File: src/rtl/spike_event_fifo_if.sv
// spike_event_fifo_if
// Read-side handshake bundle of the spike event FIFO.
//   rd_data  : head timestamp, zero-extended to 8 bits, 0 when the FIFO is empty
//   rd_valid : FIFO holds at least one entry
//   rd_ready : consumer takes the head entry on this clock edge
// Modports:
//   master : FIFO side (drives rd_data / rd_valid, samples rd_ready)
//   slave  : consumer side (samples rd_data / rd_valid, drives rd_ready)
interface spike_event_fifo_if;
    logic [7:0] rd_data;
    logic       rd_valid;
    logic       rd_ready;

    modport master (
        output rd_data,
        output rd_valid,
        input  rd_ready
    );

    modport slave (
        input  rd_data,
        input  rd_valid,
        output rd_ready
    );
endinterface

File: src/rtl/spike_event_fifo.sv
// spike_event_fifo
// Timestamps LIF neuron spikes against a step counter that advances on every
// membrane-update strobe, and queues the timestamps in a small FIFO. The FIFO
// is read one 8-bit entry at a time through a valid/ready handshake.
//
// Ports:
//   clk          : clock, all state changes on the rising edge
//   reset        : synchronous active-high reset, overrides every other input
//   step         : membrane-update strobe
//   spike        : neuron spike flag, only looked at while step=1
//   clear_status : clears overflow and drop_count (a same-cycle drop wins)
//   rd           : read handshake (spike_event_fifo_if.master)
//   full         : FIFO holds 2**DEPTH_LOG2 entries
//   overflow     : sticky, at least one spike was dropped
//   drop_count   : saturating count of dropped spikes
//   step_count   : live step counter
//   rate         : spikes counted in the last closed window
//                  (only when SPIKE_RATE_EN is defined)
//
// Optional feature macro: SPIKE_RATE_EN
//   When defined, adds parameter WIN_LOG2 and output rate[7:0]. A window of
//   2**WIN_LOG2 step strobes is counted; the spikes seen inside it (saturating
//   at 255) are latched into rate when the window closes.
module spike_event_fifo #(
    parameter int TS_BITS    = 8,
    parameter int DEPTH_LOG2 = 2,
    parameter int DROP_BITS  = 4
`ifdef SPIKE_RATE_EN
    ,
    parameter int WIN_LOG2   = 4
`endif
) (
    input  logic                  clk,
    input  logic                  reset,
    input  logic                  step,
    input  logic                  spike,
    input  logic                  clear_status,
    spike_event_fifo_if.master    rd,
    output logic                  full,
    output logic                  overflow,
    output logic [DROP_BITS-1:0]  drop_count,
    output logic [TS_BITS-1:0]    step_count
`ifdef SPIKE_RATE_EN
    ,
    output logic [7:0]            rate
`endif
);

    localparam int                    DEPTH     = 1 << DEPTH_LOG2;
    localparam logic [DEPTH_LOG2:0]   DEPTH_CNT = DEPTH[DEPTH_LOG2:0];
    localparam logic [DEPTH_LOG2:0]   CNT_ONE   = 1;
    localparam logic [DEPTH_LOG2-1:0] PTR_ONE   = 1;
    localparam logic [TS_BITS-1:0]    TS_ONE    = 1;
    localparam logic [DROP_BITS-1:0]  DROP_ONE  = 1;
    localparam logic [DROP_BITS-1:0]  DROP_MAX  = '1;

    logic [TS_BITS-1:0]    mem [DEPTH];
    logic [DEPTH_LOG2-1:0] rd_ptr;
    logic [DEPTH_LOG2-1:0] wr_ptr;
    logic [DEPTH_LOG2:0]   count;
    logic [DEPTH_LOG2:0]   count_next;
    logic                  valid_int;
    logic                  push_req;
    logic                  pop;
    logic                  push_ok;
    logic                  drop;
    logic [7:0]            rd_data_ext;

    assign valid_int = (count != '0);
    assign full      = (count == DEPTH_CNT);
    assign push_req  = step & spike;
    assign pop       = valid_int & rd.rd_ready;
    // A full FIFO still accepts a push when the head leaves on the same edge.
    assign push_ok   = push_req & (~full | pop);
    assign drop      = push_req & full & ~pop;

    always_comb begin
        count_next = count;
        if (push_ok && !pop) begin
            count_next = count + CNT_ONE;
        end else if (pop && !push_ok) begin
            count_next = count - CNT_ONE;
        end
    end

    always_comb begin
        rd_data_ext = '0;
        if (valid_int) begin
            rd_data_ext[TS_BITS-1:0] = mem[rd_ptr];
        end
    end

    assign rd.rd_data  = rd_data_ext;
    assign rd.rd_valid = valid_int;

    always_ff @(posedge clk) begin
        if (reset) begin
            step_count <= '0;
            rd_ptr     <= '0;
            wr_ptr     <= '0;
            count      <= '0;
        end else begin
            if (step) begin
                step_count <= step_count + TS_ONE;
            end
            if (push_ok) begin
                wr_ptr <= wr_ptr + PTR_ONE;
            end
            if (pop) begin
                rd_ptr <= rd_ptr + PTR_ONE;
            end
            count <= count_next;
        end
    end

    // When full with a simultaneous pop, wr_ptr equals rd_ptr: the slot being
    // overwritten is the head that is leaving on this same edge.
    always_ff @(posedge clk) begin
        if (!reset && push_ok) begin
            mem[wr_ptr] <= step_count;
        end
    end

    // A drop in the same cycle as clear_status leaves exactly that one drop
    // recorded.
    always_ff @(posedge clk) begin
        if (reset) begin
            overflow   <= 1'b0;
            drop_count <= '0;
        end else if (drop) begin
            overflow <= 1'b1;
            if (clear_status) begin
                drop_count <= DROP_ONE;
            end else if (drop_count != DROP_MAX) begin
                drop_count <= drop_count + DROP_ONE;
            end
        end else if (clear_status) begin
            overflow   <= 1'b0;
            drop_count <= '0;
        end
    end

`ifdef SPIKE_RATE_EN
    localparam logic [WIN_LOG2-1:0] WIN_ONE = 1;
    localparam logic [WIN_LOG2-1:0] WIN_END = '1;

    logic [WIN_LOG2-1:0] win_count;
    logic [7:0]          spike_acc;
    logic [7:0]          spike_acc_next;

    // Accumulator value including the current step's spike, so the step that
    // closes a window is still counted in that window.
    always_comb begin
        spike_acc_next = spike_acc;
        if (push_req && spike_acc != 8'hFF) begin
            spike_acc_next = spike_acc + 8'd1;
        end
    end

    always_ff @(posedge clk) begin
        if (reset) begin
            win_count <= '0;
            spike_acc <= '0;
            rate      <= '0;
        end else if (step) begin
            win_count <= win_count + WIN_ONE;
            if (win_count == WIN_END) begin
                rate      <= spike_acc_next;
                spike_acc <= '0;
            end else begin
                spike_acc <= spike_acc_next;
            end
        end
    end
`endif

endmodule

File: src/flat_wrapper.sv
// flat-port wrapper written by rule: the top's interface ports become plain ports
module spike_event_fifo_flat 
#(
    parameter int TS_BITS    = 8,
    parameter int DEPTH_LOG2 = 2,
    parameter int DROP_BITS  = 4

)
  (clk, reset, step, spike, clear_status, full, overflow, drop_count, step_count, rd_rd_data, rd_rd_valid, rd_rd_ready);
  spike_event_fifo_if rd_i ();
  input  logic clk;
  input  logic reset;
  input  logic step;
  input  logic spike;
  input  logic clear_status;
  output logic full;
  output logic overflow;
  output logic [DROP_BITS-1:0] drop_count;
  output logic [TS_BITS-1:0] step_count;
  output wire logic [$bits(rd_i.rd_data)-1:0] rd_rd_data;
  output wire logic [$bits(rd_i.rd_valid)-1:0] rd_rd_valid;
  input wire logic [$bits(rd_i.rd_ready)-1:0] rd_rd_ready;
  assign rd_rd_data = rd_i.rd_data;
  assign rd_rd_valid = rd_i.rd_valid;
  assign rd_i.rd_ready = rd_rd_ready;
  spike_event_fifo #(.TS_BITS(TS_BITS), .DEPTH_LOG2(DEPTH_LOG2), .DROP_BITS(DROP_BITS)) u_core (.clk(clk), .reset(reset), .step(step), .spike(spike), .clear_status(clear_status), .rd(rd_i), .full(full), .overflow(overflow), .drop_count(drop_count), .step_count(step_count));
endmodule
File: config.mk
export PLATFORM = sky130hd
export DESIGN_NAME = spike_event_fifo_flat
export DESIGN_NICKNAME = d
export VERILOG_FILES = /design/src/rtl/spike_event_fifo_if.sv /design/src/rtl/spike_event_fifo.sv /design/src/flat_wrapper.sv
export SDC_FILE = /design/constraint.sdc
export NUM_CORES = 1
export LEC_CHECK = 0
export CORE_UTILIZATION = 53
export DETAILED_ROUTE_END_ITERATION = 8
export GPL_TIMING_DRIVEN = 1
export PLACE_DENSITY = 0.77
export RECOVER_POWER = 25
export SYNTH_ARGS = -nofsm -noshare
export SYNTH_HDL_FRONTEND = slang
export SYNTH_SLANG_ARGS = --single-unit
export TNS_END_PERCENT = 100
File: constraint.sdc
create_clock -name clk -period 3.01 [get_ports clk]
set_clock_uncertainty 0.2 [all_clocks]
set_input_delay 0.4515 -clock clk [delete_from_list [all_inputs] [get_ports clk]]
set_output_delay 0.4515 -clock clk [all_outputs]
set_load 0.01 [all_outputs]
Word level (Yosys, flattened, before mapping)
Memory sizes are Yosys's and may differ from the RTL's. A register that Yosys moved wholly into a read port is not among the register bits.
Index checks and enable logic that the tools add are counted.
Cells by class
  add/sub/neg operators: 6
  reduce and logical (&&, ||, !) cells: 11
  $lt $le $gt $ge: 0
  multiply operators: 0
  divide/modulo/power cells: 0
  mux-type cells: 13
  equality and inequality tests: 2
  shifts and indexed selects: 0
  bitwise operators: 8
Operator list (count)
  $mux 4: 4
  $add 8x1->8 const B: 1
  $mux 8: 1
  $mux 3: 2
  $reduce_bool 2->1: 3
  $and 1x1->1: 5
  $add 2x1->2 const B: 2
  $add 4x1->4 const B: 1
  $mux 1: 4
  $mux 2: 2
  $ne 4x4->1 const B: 1
  $add 3x1->3 const B: 1
  $eq 3x3->1 const B: 1
  $logic_and 1x1->1: 3
  $logic_not 1->1: 3
  $reduce_bool 3->1: 1
  $sub 3x1->3 const B: 1
  $not 1->1: 2
  $reduce_and 2->1: 1
  $or 1x1->1: 1
Word-level totals
  memories: 1
  output and inout bits: 23
  bits in registers: 20
  latch bits: 0
  ROM bits: 0
  word-level logic and storage cells: 47
  memory bits (writable): 32
  input port bits: 6
Memory list
  u_core.mem: words 4, width 8, rd ports 1, clocked after memory_dff 1, wr ports 1, RTL line spike_event_fifo.sv:57  | logic [TS_BITS-1:0] mem [DEPTH];

Longest topological paths before layout
Gate-level depths: netlist of the first run.
  depth in word-level cells: 8
  mapped depth: 9
  gate-level depth less buffers: 8

Worst setup path after synthesis of the first run
Ideal clock, no wire load.
  path kind: input -> register
  from: in step
  to: reg u_core.count[2]
  cell stages on the path: 9
  arrival time: 2.187 ns
  setup time: 0.070 ns
  required time: 2.740 ns
  buffers on the path: 1
  setup slack: 0.553 ns
  cell sequence: clkbuf_1 nand2_1 nor2_1 ha_1 inv_1 fa_1 xor2_1 or3_1 a21oi_1
On the way
  word-level cells in the longest chain between the ends: 5
  elaborated cells between the ends (all ways): 7
  those cells by class: mux: 1; bitwise: 2; reduce/logical: 4
RTL lines
  start, declared: RTL line flat_wrapper.sv:13  | input logic step;
  $and 1x1->1 (*): RTL line spike_event_fifo.sv:71  | assign push_req = step & spike;
  $and 1x1->1 (*): RTL line spike_event_fifo.sv:74  | assign push_ok = push_req & (~full | pop);
  $logic_not 1->1: RTL line spike_event_fifo.sv:81  | end else if (pop && !push_ok) begin
  $logic_and 1x1->1: RTL line spike_event_fifo.sv:81
  $reduce_bool 2->1 (no line)
  end signal, assigned: RTL line spike_event_fifo.sv:112  | count <= count_next;
  end, declared: RTL line spike_event_fifo.sv:60  | logic [DEPTH_LOG2:0] count;
Every way passes the cells marked *; elsewhere a longest branch is shown, timed or not.
A chain may end at the register's enable or synchronous reset.

==> results of run 1 <==
## Yosys cell counts (2+ instances only)
library cell,n,area [µm²]
sky130_fd_sc_hd__ha_1,7,87.58
sky130_fd_sc_hd__nor2b_1,8,50.05
sky130_fd_sc_hd__nor3_1,2,10.01
sky130_fd_sc_hd__nand3_1,5,25.02
sky130_fd_sc_hd__buf_2,2,10.01
sky130_fd_sc_hd__clkbuf_1,3,11.26
sky130_fd_sc_hd__a31oi_1,2,12.51
sky130_fd_sc_hd__o21ai_0,5,25.02
sky130_fd_sc_hd__nor2_1,13,48.80
sky130_fd_sc_hd__and2_1,5,31.28
sky130_fd_sc_hd__edfxtp_1,32,960.9
sky130_fd_sc_hd__nand2_1,8,30.03
sky130_fd_sc_hd__o311ai_0,3,26.28
sky130_fd_sc_hd__dfxtp_1,22,440.4
sky130_fd_sc_hd__mux4_2,8,180.2
sky130_fd_sc_hd__xor2_1,7,61.31
sky130_fd_sc_hd__inv_1,6,22.52
sky130_fd_sc_hd__a21oi_1,8,40.04
sky130_fd_sc_hd__or3_1,4,25.02
sky130_fd_sc_hd__o31ai_1,3,22.52
sky130_fd_sc_hd__nand4_1,2,12.51
sky130_fd_sc_hd__mux2i_1,3,30.03
## how the worst max path moves through the flow
stage | to | cells after the start | slack [ns] | from
after global placement | u_core.count[2] | 9 | 0.41 | rd_rd_ready
after detailed placement | u_core.count[2] | 9 | 0.32 | rd_rd_ready
after floorplan | u_core.count[2] | 9 | 0.55 | step
after CTS | rd_rd_data[6] | 3 | 0.0006 | u_core.count[0]
after global routing | rd_rd_data[5] | 4 | 0.27 | register
final | rd_rd_data[6] | 4 | 0.36 | register
## logic make-up (layout without fill, tap and decap cells)
family / count (synthesis) / after routing / synth area share
flops: 54 / 54 / 0.6147
simple gates: 53 / 53 / 0.1317
mux: 11 / 11 / 0.09221
xor+xnor: 8 / 8 / 0.03074
buf+inv: 12 / 47 / 0.02085
fa+ha+maj: 8 / 8 / 0.04720
compound gates: 23 / 23 / 0.06257
## layout make-up
class / instances / area share
Clock buffer: 6 / 0.02662
Sequential cell: 54 / 0.5140
Inverter: 6 / 0.008261
Timing Repair Buffer: 33 / 0.1166
Multi-Input combinational cell: 103 / 0.3066
Clock inverter: 2 / 0.005048
Tap cell: 50 / 0.02295
## power by group through the flow
stage               Combinational (W)  Clock (W)  Sequential, W
floorplan                    0.000250          0       0.000867
global placement             0.000408          0       0.000879
detailed placement           0.000421          0       0.000884
CTS                          0.000424   0.000396       0.000867
global route                 0.000465   0.000423       0.000876
finish                       0.000417   0.000391       0.000869
## critical path, cell delays in order (launching register included)
cell and delay (ns):
sky130_fd_sc_hd__dfxtp_1 0.33, sky130_fd_sc_hd__buf_4 0.20, sky130_fd_sc_hd__mux4_2 0.51, sky130_fd_sc_hd__nor2b_1 0.14
sky130_fd_sc_hd__clkdlybuf4s50_1 0.50
## routing by layer
metal | GRT usage | vias to the layer above
met5 | 0 | -
met4 | 0.07979 | 0
met3 | 0.05068 | 4
met2 | 0.3502 | 39
met1 | 0.2393 | 699
li1 | - | 698
## through the flow
step | area (µm²) | power [W]
5_1_grt | 2726 | 0.001763
3_5_place_dp | 2635 | 0.001304
6_report | 2726 | 0.001677
3_3_place_gp | 2635 | 0.001287
2_1_floorplan | 2280 | 0.001117
4_1_cts | 2721 | 0.001687
## layout by cell type, fill, tap and decap left out, types with 2 or more instances in the layout
cell                               n
sky130_fd_sc_hd__a21oi_1           8
sky130_fd_sc_hd__a31oi_1           2
sky130_fd_sc_hd__and2_1            5
sky130_fd_sc_hd__buf_4             5
sky130_fd_sc_hd__clkbuf_8          5
sky130_fd_sc_hd__clkdlybuf4s50_1  28
sky130_fd_sc_hd__dfxtp_1          22
sky130_fd_sc_hd__edfxtp_1         32
sky130_fd_sc_hd__ha_1              7
sky130_fd_sc_hd__inv_1             6
sky130_fd_sc_hd__mux2i_1           3
sky130_fd_sc_hd__mux4_2            8
sky130_fd_sc_hd__nand2_1           8
sky130_fd_sc_hd__nand3_1           5
sky130_fd_sc_hd__nand4_1           2
sky130_fd_sc_hd__nor2_1           13
sky130_fd_sc_hd__nor2b_1           8
sky130_fd_sc_hd__o21ai_0           5
sky130_fd_sc_hd__o311ai_0          3
sky130_fd_sc_hd__o31ai_1           3
sky130_fd_sc_hd__or3_1             4
sky130_fd_sc_hd__xor2_1            7
## flip-flops by register name, indices dropped and copies added (netlist names), named ones only
register / flops
u_core.count: 3
u_core.drop_count: 4
u_core.mem: 32
u_core.overflow: 1
u_core.rd_ptr: 2
u_core.step_count: 8
u_core.wr_ptr: 2
==> impl_metrics.tcl, run 1 <==
set metrics [dict create \
    chipHeight_um 67.59 \
    route.layer.met1.wl_um 1733 \
    required_ns 2.36 \
    synth_fp_nets 183 \
    ioPinCount 29 \
    peakVddDrop_uv 454.7 \
    dr_total_vias 1440 \
    cts.path.max_buffers 2 \
    synth_cells 169 \
    num-nets-final 217 \
    path_max_fanout 8 \
    drc 0 \
    setup_tns_ns 0 \
    r2r-end "u_core.count[2]" \
    post_synth.cell_area_avg_um2 13.49 \
    overflow_left_after_global_routing 0 \
    cellInternalPower_w 0.001215 \
    topRoutingLayerUsed "met4" \
    fmax_ghz 0.3774 \
    power.switching_fraction 0.2756 \
    synth-edff-count 32 \
    run_status "completed" \
    core.rowCount 23 \
    final_cells 254 \
    hold_viol 0 \
    first_pass_grt_wire_length_um 6555 \
    die_area_mm2 0.004568 \
    critPathArrivalTime_ns 2.00 \
    multi_input_area_um2 835.8 \
    drt_iter0_markers 94 \
    vias_per_cell 5.669 \
    seq_area_frac_synth 0.6147 \
    tritoncts_clock_tree "built" \
    final.period_utilization 0.8803 \
    antenna_left 0 \
    grt_pass1_vias 1359 \
    postCtsHoldBufs 0 \
    power.leakage_nw 0.9211 \
    tritoncts_num_sinks 54 \
    cts_root_buf "sky130_fd_sc_hd__clkbuf_8" \
    design.core.area_mm2 0.004058 \
    post-cts-setup-buffer-count 0 \
    worst_skew_pair.late_latency_ns 0.31 \
    met2_length_um 2164 \
    synthDistinctLibCells 33 \
    tightest_slew_ns 0.6468 \
    async_flop_share 0 \
    worst_r2r_path_depth 7 \
    max_slew_margin 0.5665 \
    register_area_mm2 0.001401 \
    finalCoreUtilization 0.6719 \
    power.sequential.fraction 0.518 \
    dr.pass1.iters 6 \
    grt_max_degree 21 \
    groute.usage.overall 0.2027 \
    clkSlewWorstSetupHoldPaths_ns 0.09 \
    min_from "u_core.overflow" \
    hold_ws_ns 0.2856 \
    timing.final.ws_setup_ns 0.3603 \
    routed-wl-met3_um 160 \
    post_synth_instance_area_mm2 0.002280 \
    worstHoldPathCells 2 \
    maxCapViolations 0 \
    cts_inserted_buffers 5 \
    clkPwrFrac 0.233 \
    avgRoutedWirePerCell_um 16.16 \
    postCtsResizedCells 0 \
    powerDensity_mw_per_mm2 615.1 \
    yosysWarnings 0 \
    worst_r2r_startpoint "u_core.count[0]" \
    place_congestion 0.7903 \
    power_share_of_the_combinational_group 0.249 \
    critical_setup_path_class "reg -> out" \
    h-tree-depth 2 \
    setup_viol 0 \
    timing.reg2reg.setup_slack_ns 0.64 \
    wl_um 4104 \
    floorplan.initialDensity 0.5618 \
    slew_violations 0 \
    critPathLaunchType "register" \
    period_needed_ns 2.650 \
    dieWidth_um 67.59 \
    grt_antenna_before_repair 0 \
    hpwlAfterDp_um 2922 \
    critical_path.endpoint_type "output port" \
    num-fill-cells 286 \
    flow.area_growth_from_synthesis_pct 19.59 \
    numPlacedInstances 246 \
    final_layout_size_suffix_gt1_frac 0.1127 \
    power_switching_w 0.0004622 \
    insertedDiodeCount 0 \
    post_synthesis_sequential_element_count 54 \
    placement.setup.worst_slack_ns 0.3242 \
    timing.hold.worst_endpoint "u_core.overflow" \
    setup_repair_after_global_routing_missed_its_margin "false" \
    io_buffer_count 28 \
    min_path_type "reg -> reg" \
    synth_top_flop_cell "sky130_fd_sc_hd__edfxtp_1" \
]
(Power assumes the default switching activity.)
==> run 2: changes to the inputs <==
--- a/config.mk
+++ b/config.mk
@@ -5,11 +5,11 @@
 export SDC_FILE = /design/constraint.sdc
 export NUM_CORES = 1
 export LEC_CHECK = 0
-export CORE_UTILIZATION = 53
+export CORE_UTILIZATION = 54
 export DETAILED_ROUTE_END_ITERATION = 8
 export GPL_TIMING_DRIVEN = 1
-export PLACE_DENSITY = 0.77
-export RECOVER_POWER = 25
+export PLACE_DENSITY = 0.78
+export SLEW_MARGIN = 5
 export SYNTH_ARGS = -nofsm -noshare
 export SYNTH_HDL_FRONTEND = slang
 export SYNTH_SLANG_ARGS = --single-unit
==> impl_metrics.tcl, run 2 (same netlist as run 1, synthesis figures left out) <==
set metrics [dict create \
    design.core.area_mm2 0.004029 \
    power.leakage_nw 0.9284 \
    grt_antenna_before_repair 0 \
    power.switching_fraction 0.2571 \
    ioPinCount 29 \
    worst_r2r_path_depth 7 \
    tritoncts_num_sinks 54 \
    groute.usage.overall 0.2210 \
    mostFrequentLayoutCells "32 x sky130_fd_sc_hd__edfxtp_1, 28 x sky130_fd_sc_hd__clkdlybuf4s50_1, 22 x sky130_fd_sc_hd__dfxtp_1, 13 x sky130_fd_sc_hd__nor2_1" \
    powerDensity_mw_per_mm2 637.2 \
    avgRoutedWirePerCell_um 16.28 \
    cts.path.max_buffers 2 \
    setup_viol 0 \
    floorplan.initialDensity 0.5658 \
    placed_cell_area_mm2 0.002635 \
    drt_iter0_markers 47 \
    r2r-end "u_core.count[2]" \
    slew_violations 0 \
    overflow_left_after_global_routing 0 \
    cts_inserted_buffers 5 \
    critPathLaunchType "register" \
    setup_tns_ns 0 \
    clkPwrFrac 0.264 \
    final_layout_size_suffix_gt1_frac 0.1078 \
    num-nets-final 217 \
    worstHoldPathCells 2 \
    path_max_fanout 8 \
    flow.area_growth_from_synthesis_pct 20.47 \
    max_slew_margin 0.5547 \
    antenna_left 0 \
    io_buffer_count 28 \
    critPathArrivalTime_ns 2.01 \
    cts_root_buf "sky130_fd_sc_hd__clkbuf_8" \
    registers.top_by_ff_count "u_core.mem" \
    die_area_mm2 0.004486 \
    dr.pass1.iters 4 \
    finish.instance_area_mm2 0.002746 \
    maxCapViolations 0 \
    grt_pass1_vias 1450 \
    critical_setup_path_class "reg -> out" \
    power_share_of_the_combinational_group 0.239 \
    setup_repair_after_global_routing_missed_its_margin "false" \
    worst_skew_pair.late_latency_ns 0.30 \
    first_pass_grt_wire_length_um 6906 \
    hold_ws_ns 0.2602 \
    run_status "completed" \
    final.period_utilization 0.8858 \
    worstSetupEndpoint "rd_rd_data[6]" \
    grt_max_degree 21 \
    insertedDiodeCount 0 \
    critical_path.endpoint_type "output port" \
    place_congestion 0.7960 \
    period_needed_ns 2.666 \
    chipHeight_um 66.98 \
    fmax_ghz 0.3751 \
    h-tree-depth 2 \
    largest_register_ff_count 32 \
    tightest_slew_ns 0.6644 \
    hold_viol 0 \
    tritoncts_clock_tree "built" \
    min_path_type "reg -> reg" \
    cellInternalPower_w 0.001300 \
    final_common_cell "sky130_fd_sc_hd__edfxtp_1" \
    power_switching_w 0.0004500 \
    biggestRegsByFlops "u_core.mem: 32 flops, u_core.step_count: 8 flops, u_core.drop_count: 4 flops" \
    hpwlAfterDp_um 2986 \
    power.sequential.fraction 0.497 \
    vias_per_cell 5.618 \
    worst_r2r_startpoint "u_core.count[0]" \
    placement.setup.worst_slack_ns 0.2846 \
    wl_um 4136 \
    timing.final.ws_setup_ns 0.3439 \
    required_ns 2.36 \
    timing.reg2reg.setup_slack_ns 0.60 \
    peakVddDrop_uv 293.3 \
    dieWidth_um 66.98 \
    post-cts-setup-buffer-count 0 \
    drc 0 \
    dr_total_vias 1427 \
    core.rowCount 23 \
    clkSlewWorstSetupHoldPaths_ns 0.08 \
]
-- run 2: cell types whose count changed in the layout (fill, tap and decap cells not counted) --
cell,previous run,this run
sky130_fd_sc_hd__bufinv_16,0,1
sky130_fd_sc_hd__clkbuf_1,1,2
sky130_fd_sc_hd__clkinv_2,1,0
sky130_fd_sc_hd__clkinv_4,1,0
-- run 2: stage by stage --
stage | total power (W) | cells | util
detailed placement | 0.001308 | 246 | 0.6540
global placement | 0.001288 | 246 | 0.6540
CTS | 0.001771 | 254 | 0.6817
finish | 0.001750 | 254 | 0.6817
global route | 0.001846 | 254 | 0.6817
floorplan | 0.001117 | 169 | -
-- run 2: how the worst min path moves through the flow --
stage / startpoint / to / slack, ns
floorplan: u_core.overflow / u_core.overflow / 0.28
global placement: u_core.overflow / u_core.overflow / 0.25
detailed placement: u_core.overflow / u_core.overflow / 0.25
CTS: u_core.overflow / u_core.overflow / 0.27
global route: u_core.overflow / u_core.overflow / 0.31
finish: u_core.overflow / u_core.overflow / 0.26
-- run 2: layout make-up --
class                   count  area, µm²
flip-flops and latches     54       1401
fillers                   291       1282
multi-input cells         103      835.8
repair buffers             33      317.8
clock buffers               7      76.32
well taps                  50      62.56
clock inverters             1      30.03
inverters                   6      22.52
-- run 2: layer usage --
layer | track usage | vias up | share of wire
li1 | - | 696 | -
met1 | 0.2404 | 697 | 0.41
met2 | 0.4066 | 28 | 0.54
met3 | 0.05822 | 6 | 0.031
met4 | 0.07979 | 0 | 0.014
met5 | 0 | - | 0
-- run 2: critical path: stages (launching register included) --
cell and delay [ns]:
sky130_fd_sc_hd__dfxtp_1 0.31, sky130_fd_sc_hd__buf_4 0.21, sky130_fd_sc_hd__mux4_2 0.54, sky130_fd_sc_hd__nor2b_1 0.15, sky130_fd_sc_hd__clkdlybuf4s50_1 0.50
-- run 2: timing repair --
action | 4_1_cts | 5_1_grt
resized for setup | 1 | 0
hold buffers | 0 | 0
setup endpoints to repair | 1 | 0
-- run 2: power groups by stage --
stage	registers, W	logic (W)	clock network, W
global route	0.000878	0.000465	0.000503
floorplan	0.000867	0.000250	0
global placement	0.000880	0.000409	0
CTS	0.000870	0.000426	0.000475
finish	0.000869	0.000419	0.000462
detailed placement	0.000885	0.000423	0
